--- src/rtl/mem_bus_arb_pkg.sv ---
// Shared types and default widths for the two-master memory bus arbiter.
// Round-robin tie-breaking is enabled by defining MEM_BUS_ARB_ROUND_ROBIN_EN.
package mem_bus_arb_pkg;

    localparam int ADDR_W_DEF = 32;
    localparam int DATA_W_DEF = 32;

    typedef enum logic [1:0] {
        IDLE  = 2'd0,
        BUS   = 2'd1,
        RDATA = 2'd2
    } arb_state_t;

endpackage

--- src/rtl/mem_bus_arb_pick.sv ---
// Winner selection between the data port (req0) and the fetch port (req1).
// With MEM_BUS_ARB_ROUND_ROBIN_EN a last-grant flop alternates ties; otherwise m0 always wins.
module mem_bus_arb_pick (
`ifdef MEM_BUS_ARB_ROUND_ROBIN_EN
    input  logic clk,
    input  logic reset,
    input  logic grant_en,
`endif
    input  logic req0,
    input  logic req1,
    output logic winner
);

`ifdef MEM_BUS_ARB_ROUND_ROBIN_EN
    logic last_q;
    logic last_d;

    // Starting at 1 means "m1 was granted last", so m0 takes the first tie.
    always_comb begin
        winner = req1 && !req0;
        if (req0 && req1) begin
            winner = !last_q;
        end
        last_d = grant_en ? winner : last_q;
    end

    always_ff @(posedge clk or negedge reset) begin
        if (!reset) begin
            last_q <= 1'b1;
        end else begin
            last_q <= last_d;
        end
    end
`else
    assign winner = req1 && !req0;
`endif

endmodule

--- src/rtl/mem_bus_arbiter.sv ---
// Two-master to one-slave memory bus arbiter with IDLE/BUS/RDATA sequencing.
// Tie-break policy is chosen by MEM_BUS_ARB_ROUND_ROBIN_EN (see mem_bus_arb_pick).
module mem_bus_arbiter
    import mem_bus_arb_pkg::*;
#(
    parameter int ADDR_W = ADDR_W_DEF,
    parameter int DATA_W = DATA_W_DEF
) (
    input  logic                clk,
    input  logic                reset,

    input  logic [ADDR_W-1:0]   m0_address,
    input  logic                m0_read,
    input  logic                m0_write,
    input  logic [DATA_W-1:0]   m0_writedata,
    input  logic [DATA_W/8-1:0] m0_byteenable,
    output logic                m0_waitrequest,
    output logic [DATA_W-1:0]   m0_readdata,
    output logic                m0_readdatavalid,

    input  logic [ADDR_W-1:0]   m1_address,
    input  logic                m1_read,
    input  logic                m1_write,
    input  logic [DATA_W-1:0]   m1_writedata,
    input  logic [DATA_W/8-1:0] m1_byteenable,
    output logic                m1_waitrequest,
    output logic [DATA_W-1:0]   m1_readdata,
    output logic                m1_readdatavalid,

    output logic [ADDR_W-1:0]   s_address,
    output logic                s_read,
    output logic                s_write,
    output logic [DATA_W-1:0]   s_writedata,
    output logic [DATA_W/8-1:0] s_byteenable,
    input  logic                s_waitrequest,
    input  logic [DATA_W-1:0]   s_readdata
);

    arb_state_t          state_q, state_d;
    logic                grant_q, grant_d;
    logic                pick_winner;
    logic                m0_req, m1_req;
    logic                own_read, own_write, own_req;
    logic [ADDR_W-1:0]   own_address;
    logic [DATA_W-1:0]   own_writedata;
    logic [DATA_W/8-1:0] own_byteenable;
    logic                in_bus, accept, rdata_cycle;

    assign m0_req = m0_read || m0_write;
    assign m1_req = m1_read || m1_write;

`ifdef MEM_BUS_ARB_ROUND_ROBIN_EN
    logic grant_en;
    assign grant_en = (state_q == IDLE) && (m0_req || m1_req);
`endif

    mem_bus_arb_pick u_pick (
`ifdef MEM_BUS_ARB_ROUND_ROBIN_EN
        .clk      (clk),
        .reset    (reset),
        .grant_en (grant_en),
`endif
        .req0     (m0_req),
        .req1     (m1_req),
        .winner   (pick_winner)
    );

    always_comb begin
        own_read       = grant_q ? m1_read       : m0_read;
        own_write      = grant_q ? m1_write      : m0_write;
        own_address    = grant_q ? m1_address    : m0_address;
        own_writedata  = grant_q ? m1_writedata  : m0_writedata;
        own_byteenable = grant_q ? m1_byteenable : m0_byteenable;
    end

    assign own_req     = own_read || own_write;
    assign in_bus      = (state_q == BUS);
    assign accept      = in_bus && own_req && !s_waitrequest;
    assign rdata_cycle = (state_q == RDATA);

    always_comb begin
        // NOTE: defaults first so every path assigns every variable and no latch is inferred.
        state_d = state_q;
        grant_d = grant_q;
        case (state_q)
            IDLE: begin
                if (m0_req || m1_req) begin
                    state_d = BUS;
                    grant_d = pick_winner;
                end
            end
            BUS: begin
                // A write wins over a simultaneous read, so it never enters RDATA.
                if (!own_req) begin
                    state_d = IDLE;
                end else if (!s_waitrequest) begin
                    state_d = own_write ? IDLE : RDATA;
                end
            end
            RDATA:   state_d = IDLE;
            default: state_d = IDLE;
        endcase
    end

    always_ff @(posedge clk or negedge reset) begin
        // NOTE: non-blocking assignments keep every flop sampling pre-edge values.
        if (!reset) begin
            state_q <= IDLE;
            grant_q <= 1'b0;
        end else begin
            state_q <= state_d;
            grant_q <= grant_d;
        end
    end

    assign s_address    = in_bus ? own_address    : '0;
    assign s_writedata  = in_bus ? own_writedata  : '0;
    assign s_byteenable = in_bus ? own_byteenable : '0;
    assign s_read       = in_bus && own_read && !own_write;
    assign s_write      = in_bus && own_write;

    assign m0_waitrequest   = !(accept && !grant_q);
    assign m1_waitrequest   = !(accept && grant_q);
    assign m0_readdatavalid = rdata_cycle && !grant_q;
    assign m1_readdatavalid = rdata_cycle && grant_q;
    assign m0_readdata      = m0_readdatavalid ? s_readdata : '0;
    assign m1_readdata      = m1_readdatavalid ? s_readdata : '0;

endmodule
--- config.mk ---
export PLATFORM = sky130hd
export DESIGN_NAME = mem_bus_arbiter
export DESIGN_NICKNAME = d
export VERILOG_FILES = /design/src/rtl/mem_bus_arb_pkg.sv /design/src/rtl/mem_bus_arb_pick.sv /design/src/rtl/mem_bus_arbiter.sv
export SDC_FILE = /design/constraint.sdc
export NUM_CORES = 1
export LEC_CHECK = 0
export CORE_AREA = 5 5 119 121
export CTS_BUF_LIST = sky130_fd_sc_hd__clkbuf_16
export CTS_CLUSTER_DIAMETER = 40
export DETAILED_ROUTE_END_ITERATION = 10
export DIE_AREA = 0 0 124 126
export DONT_BUFFER_PORTS = 1
export GPL_ROUTABILITY_DRIVEN = 0
export GPL_TIMING_DRIVEN = 0
export PLACE_DENSITY = 0.3
export SETUP_SLACK_MARGIN = 0.4
export SLEW_MARGIN = 0
export SYNTH_ARGS = -nofsm -noshare
export SYNTH_HDL_FRONTEND = slang
export SYNTH_SLANG_ARGS = --single-unit
--- constraint.sdc ---
create_clock -name clk -period 2 [get_ports clk]
set_input_delay 0.5 -clock clk [delete_from_list [all_inputs] [get_ports clk]]
set_output_delay 0.5 -clock clk [all_outputs]
set_load 0.02 [all_outputs]
==> results of run 1 <==
power by group through the flow:
| stage | registers [mW] | clock network [mW] | logic (mW) |
|---|---|---|---|
| 4_1_cts | 0.135 | 0.319 | 4.55 |
| 6_report | 0.153 | 0.314 | 5.81 |
| 5_1_grt | 0.159 | 0.325 | 6.09 |
| 2_1_floorplan | 0.121 | 0 | 2.73 |
| 3_3_place_gp | 0.135 | 0 | 3.11 |
| 3_5_place_dp | 0.134 | 0 | 3.11 |
worst max-delay path, cell delays in order (launching register included):
cell      delay [ns]
dfrtp_1         0.40
nand2b_4        0.16
buf_12          0.14
or4b_4          0.57
final cells by class:
class / count / area (um^2)
multi-input cells: 220 / 2954
well taps: 176 / 220.2
flip-flops and latches: 3 / 77.57
clock inverters: 1 / 3.754
plain buffers: 22 / 379.1
clock buffers: 3 / 75.07
repair buffers: 22 / 371.6
inverters: 1 / 3.754
fillers: 1278 / 8895
cells in the final DEF, fill, tap and decap left out, types with 3 or more instances in the layout:
cell type / Yosys / routed
nor2_1: 73 / 3
buf_8: 0 / 4
mux2i_4: 0 / 58
and2_4: 0 / 64
buf_12: 0 / 5
buf_4: 7 / 6
mux2i_2: 0 / 11
nor2_4: 0 / 70
clkbuf_8: 0 / 4
clkbuf_16: 0 / 14
buf_16: 0 / 5
clkbuf_4: 0 / 6
flip-flops by register name, summed over array words and instances, names as in the netlist:
signal and flops:
grant_q 1, state_q 2
kinds of logic (layout without fill, tap and decap cells):
| logic type | Yosys count | count (layout) | share of synthesized area [%] |
|---|---|---|---|
| and+or+nand+nor | 146 | 146 | 44.57 |
| muxes | 69 | 69 | 41.63 |
| buffers and inverters | 23 | 49 | 6.938 |
| AOI/OAI and AO/OA | 5 | 5 | 2.338 |
| DFF | 3 | 3 | 4.525 |
layer usage:
layer | vias to the layer above | global-route usage [%]
met3 | 8 | 3.139
met1 | 944 | 9.282
li1 | 874 | -
met4 | 0 | 2.899
met2 | 180 | 22.43
met5 | - | 0
how the worst max path moves through the flow:
stage	slack [ns]	start	end
after detailed placement	-0.16	state_q[0]	m0_readdata[4]
after floorplan	0.28	state_q[1]	m1_waitrequest
final	0.0009	state_q[1]	m1_waitrequest
after CTS	-0.01	state_q[1]	m1_waitrequest
after global placement	-0.14	state_q[0]	m0_readdata[11]
after global routing	-0.04	state_q[1]	m1_waitrequest
what timing repair did:
item / 4_1_cts / 5_1_grt
hold endpoints to repair: 3 / 0
gates cloned: 5 / 9
buffers inserted: 5 / 2
gates resized for setup: 277 / 97
endpoints found under the setup margin: 138 / 138
hold buffers: 1 / 0
pin swaps: 51 / 40
metrics by stage:
| step | instance area (um^2) | hold WS (ns) |
|---|---|---|
| after detailed placement | 2152 | 0.2047 |
| final | 4085 | 0.3544 |
| after global routing | 4085 | 0.3488 |
| after CTS | 3264 | 0.3532 |
| after global placement | 2152 | 0.2047 |
| after floorplan | 1932 | 0.2044 |
==> impl_results.md, run 1 <==
* Crit path required time at approximately 1.5 ns
* DRC viols at 0
* CP Launch Type: flip-flop
* Inserted Clock Buffers at 3
* FF-to-FF Start: grant_q
* Htree depth at 1
* ANT cells at 0
* Vias in the first global route at 2114
* Vias/cell at between 4 and 5
* DR pass1 iterations at 4
* DRT Wirelength at between 10000 and 15000 um
* Ys async rst share at 100.0%
* Mean post-synth cell area at a little under 7 um^2
* Leakage at 1.319 nW
* Cell Pwr Density at 1536 nW/um^2
* # setup viols final at 0
* Clock share of power at ~5.0%
* Hold wc startpoint: s_waitrequest
* Port bufs at 0
* Largest net degree at the start of global routing at 11
* Setup TNS at 0 ns
* Tmin final at 1.999 ns
* Tcrit/Tclk final at 99.95%
* Chip Width at about 120 um
* CTS max path bufs at 2
* Core ar. at ~13000 um^2
* Combinational power share at a little over 90%
* DP HPWL at ~7200 um
* Root Buffer: clkbuf_16
* EDFF count, synth at 0
* Worst Setup End Kind: output pin
* M1 WL at 3004 um
* WHS Path Cells at 1
* Top cells by area, synth: mux2i_1, and2_1, nor2_1
* Full die area at approximately 16000 um^2
* Nets at 448
* Post-synth top flop: dfrtp_1
* All-Layer GR Usage at 10.65%
* Syn_nets at 421
* Worst reg2reg path depth at 4
* Final ANT Viol Nets at 0
* I/O pins at between 300 and 400
* Worst-path maximum fanout at 10
* Switching Share at between 50% and 60%
* Initial Util at about an eighth
* Netlist cell types at 20
* Arrival @ worst endpoint at approximately 1.5 ns
* Seq/Total Area, Yosys at roughly 4.5%
* GR Overflow Total at 0
* Share of cells above drive strength 1 at between 90% and 100%
* CTS tree: yes
* FF-to-FF End: grant_q
* Total internal power at 3.046 mW
* Hold Path Class: in -> reg
* Via Count at about 2000
* Worst skew pair latency at roughly 0.22 ns
* Mapped cell area at 1659 um^2
* Placed instance count at between 400 and 500
* Max-Slew Margin vs Limit at between 70% and 80%
* Tot Pwr at 6.276 mW
* Crit Path Category: reg -> out
* Initial antenna violation count at 0
* Final core occ at a little under a third
* Drt initial violations at 22
* Wire length on met2 at between 6000 and 7000 um
* Net Switching at 3.231 mW
* First-pass GRT wire length at about 13000 um
* Clock Pin Slew Worst Setup and Hold Paths at ~0.03 ns
* Most frequent cells after synthesis: nor2_1, mux2i_1, and2_1, clkbuf_1, buf_4
* Uppermost layer routed: met4
* WL met3 at between 1000 and 1500 um
* Largest area contributor in the netlist: mux2i_1
* Slew @ Worst Pin at about 0.32 ns
* Chip height at between 100 and 150 um
* FF+latch count, synth at 3
* Outcome: completed
* Peak supply drop at roughly 0.68 mV
* Final hold violation count at 0
* WL/cell at between 20 and 25 um
* Worst Skew at between 0.0006 and 0.0007 ns
* Setup WS pre-CTS at -0.1585 ns
* Worst hold path endpoint: state_q[1]
* Sequential Power Share at 2.4%
* Max-slew violations at 0
* Unrepaired setup endpoints after global routing: yes
* Area Growth Syn to Fin at 146.2%
* Worst setup margin at 0.0009250 ns
* Sinks on the clock net at 3
* Max Freq at 500.2 MHz
* Max-cap viol count at 0
* Worst R2R Setup Slack at 0.71 ns
* Cell Rows at between 40 and 50
* Cell count after synthesis at around 250
* Area share of the largest cell type after synthesis at between 40% and 50%
* Most common cell in the netlist: nor2_1
* YS warnings at 0
* Fin cells at roughly 450
Power figures use the tool's default switching activity.
==> inputs of run 2 (changes only) <==
--- a/config.mk
+++ b/config.mk
@@ -5,6 +5,7 @@
 export SDC_FILE = /design/constraint.sdc
 export NUM_CORES = 1
 export LEC_CHECK = 0
+export ABC_CLOCK_PERIOD_IN_PS = 2000
 export CORE_AREA = 5 5 119 121
 export CTS_BUF_LIST = sky130_fd_sc_hd__clkbuf_16
 export CTS_CLUSTER_DIAMETER = 40
==> results of run 2 <==
Same layout as run 1: the final DEF is identical, and so are final timing and power.
==> inputs of run 3 (changes only) <==
--- a/config.mk
+++ b/config.mk
@@ -6,17 +6,20 @@
 export NUM_CORES = 1
 export LEC_CHECK = 0
 export ABC_CLOCK_PERIOD_IN_PS = 2000
-export CORE_AREA = 5 5 119 121
+export CELL_PAD_IN_SITES_DETAIL_PLACEMENT = 1
+export CELL_PAD_IN_SITES_GLOBAL_PLACEMENT = 1
+export CORE_AREA = 5 5 117 119
 export CTS_BUF_LIST = sky130_fd_sc_hd__clkbuf_16
 export CTS_CLUSTER_DIAMETER = 40
 export DETAILED_ROUTE_END_ITERATION = 10
-export DIE_AREA = 0 0 124 126
+export DIE_AREA = 0 0 122 124
 export DONT_BUFFER_PORTS = 1
 export GPL_ROUTABILITY_DRIVEN = 0
 export GPL_TIMING_DRIVEN = 0
-export PLACE_DENSITY = 0.3
+export PLACE_DENSITY = 0.38
 export SETUP_SLACK_MARGIN = 0.4
 export SLEW_MARGIN = 0
 export SYNTH_ARGS = -nofsm -noshare
 export SYNTH_HDL_FRONTEND = slang
 export SYNTH_SLANG_ARGS = --single-unit
+export TNS_END_PERCENT = 10
==> impl_results.md, run 3 (same netlist as run 1, synthesis figures left out) <==
* Max reg flops at 2 (unchanged)
* First-pass GRT wire length at 11270 um (-10%)
* Max stage delay on crit path at 0.59 ns (+0.02 ns)
* Crit Path Category: reg -> out
* DRT Wirelength at 8907 um (-14%)
* Cell Pwr Density at 1533 nW/um^2 (-0.23%)
* Peak supply drop at 0.6071 mV (-11%)
* Leakage at 1.099 nW (-17%)
* Tcrit/Tclk final at 101.3% (+1.3 points)
* Via Count at 1914 (-4.6%)
* Max-slew violations at 0 (unchanged)
* Worst Skew at 0.0005295 ns (-0.0001370 ns)
* Worst-path maximum fanout at 10 (unchanged)
* DR pass1 iterations at 4 (unchanged)
* Initial Util at 13.31% (+0.53 points)
* Inserted Clock Buffers at 3 (unchanged)
* Max-Slew Margin vs Limit at 78.52% (-0.26 points)
* Placed instance count at 418 (-0.95%)
* Clock Pin Slew Worst Setup and Hold Paths at 0.03 ns (about the same)
* Sinks on the clock net at 3 (unchanged)
* Unrepaired setup endpoints after global routing: yes
* Max Freq at 493.6 MHz (-1.3%)
* CTS max path bufs at 2 (unchanged)
* I/O pins at 313 (unchanged)
* Setup WS pre-CTS at -0.06952 ns (+0.08899 ns)
* Area Growth Syn to Fin at 82.05%
* Port bufs at 0 (unchanged)
* Hold wc startpoint: s_waitrequest
* CTS tree: yes
* Fin cells at 430 (-4.0%)
* Root Buffer: clkbuf_16
* DRC viols at 0 (unchanged)
* Vias/cell at 4.451 (-0.59%)
* Largest net degree at the start of global routing at 11 (unchanged)
* CP Launch Type: flip-flop
* Htree depth at 1 (unchanged)
* Most frequent cells in the layout: and2_4, nor2_4, mux2i_2
* Core ar. at 12470 um^2 (-4.0%)
* WL/cell at 20.71 um (-10%)
* WHS at 0.3569 ns (+0.002442 ns)
* Share of cells above drive strength 1 at 83.72% (-11 points)
* GR Overflow Total at 0 (unchanged)
* Nets at 434 (-3.1%)
* All-Layer GR Usage at 9.456% (-1.2 points)
* Initial antenna violation count at 0 (unchanged)
* Cell Rows at 41 (-2.4%)
* Max-cap viol count at 0 (unchanged)
* Full die area at 15130 um^2 (-3.2%)
* Hold Path Class: in -> reg
* DP HPWL at 7379 um (+2.2%)
* Chip Width at 122 um (-1.6%)
* Worst-path cell chain: nand2b_4 -> buf_12 -> or4b_4
* Worst Setup End Kind: output pin
* Worst skew pair latency at 0.22 ns (about the same)
* FF-to-FF Start: grant_q
* Failing checks: negative setup slack
* Crit path max-delay cell type: or4b_4
* Chip height at 124 um (-1.6%)
* Final hold violation count at 0 (unchanged)
* Biggest register: state_q
* Worst setup margin at -0.02581 ns (-0.02673 ns)
* # setup viols final at 1 (+1)
* Final ANT Viol Nets at 0 (unchanged)
* Vias in the first global route at 2020 (-4.4%)
* Regs by FF count: state_q (2), grant_q (1)
* Tot Pwr at 4.630 mW (-26%)
* Outcome: complete, but fails checks
* Slew @ Worst Pin at 0.3222 ns (+0.003908 ns)
* ANT cells at 0 (unchanged)
* Setup crit start: state_q[1]
* Tmin final at 2.026 ns (+0.02673 ns)
* Crit path required time at 1.50 ns (about the same)
* Arrival @ worst endpoint at 1.53 ns (+0.03 ns)
* Drt initial violations at 34 (+55%)
-- run 3: cell count changes in the layout (fill, tap and decap cells not counted), moves of 3 or more --
cell | previous run | this run
clkbuf_16 | 14 | 4
mux2i_1 | 0 | 28
nor2_4 | 70 | 51
buf_8 | 4 | 8
buf_16 | 5 | 0
and2_2 | 0 | 13
and2_4 | 64 | 51
mux2i_2 | 11 | 34
nor2_2 | 0 | 19
buf_12 | 5 | 2
mux2i_4 | 58 | 7
-- run 3: timing repair --
action / 4_1_cts / 5_1_grt
gates cloned: 2 / 0
endpoints found under the setup margin: 138 / 138
endpoints found under the hold margin: 3 / 0
resized for setup: 211 / 116
setup buffers: 2 / 3
hold buffers: 1 / 0
pin swaps: 45 / 36
-- run 3: metrics by stage --
| step | TNS, ns | instance area [um^2] | utilization, % |
|---|---|---|---|
| 6_report | -0.02581 | 3020 | 24.23 |
| 4_1_cts | -0.8244 | 2520 | 20.21 |
| 3_5_place_dp | -1.282 | 1936 | 15.53 |
| 3_3_place_gp | -0.7843 | 1936 | 15.53 |
| 5_1_grt | -0.2552 | 3020 | 24.23 |
| 2_1_floorplan | 0 | 1720 | - |
-- run 3: layout make-up --
class,instances,area [um^2]
multi-input combinational,220,2288
fill,1399,9445
clock inverter,1,3.754
inverter,1,3.754
sequential,3,78.83
timing repair buffer,8,80.08
buffer,22,275.3
clock buffer,3,75.07
tap,172,215.2
-- run 3: worst max-delay path: cells and delay by family, from the launching register on --
kind / cells / cell delay [ns]
buffers and inverters: 1 / 0.14
DFF: 1 / 0.42
and+or+nand+nor: 2 / 0.74
-- run 3: power by group --
group / total, mW / internal, mW / switching, mW / leakage, nW
clock network: 0.313 / 0.258 / 0.0552 / 0.0423
registers: 0.135 / 0.0894 / 0.0453 / 0.0333
logic: 4.18 / 1.56 / 2.62 / 1.02
-- run 3: final timing paths --
path / to / slack [ns] / depth (start not counted)
max: m1_waitrequest / -0.03 / 3
min: state_q[1] / 0.36 / 1
min reg2reg: state_q[0] / 0.58 / 1
max in group asynchronous: grant_q / 1.29 / 1
min in group asynchronous: state_q[0] / 0.54 / 1
max reg2reg: state_q[1] / 0.87 / 4
-- run 3: per-layer routing --
metal  GRT usage [%]  up-vias  part of all wire [%]
met1           8.889      888                    29
met4           1.891        0                   1.5
met2           20.17      183                    57
li1                -      833                     -
met5               0        -                     0
met3           2.452       10                    12
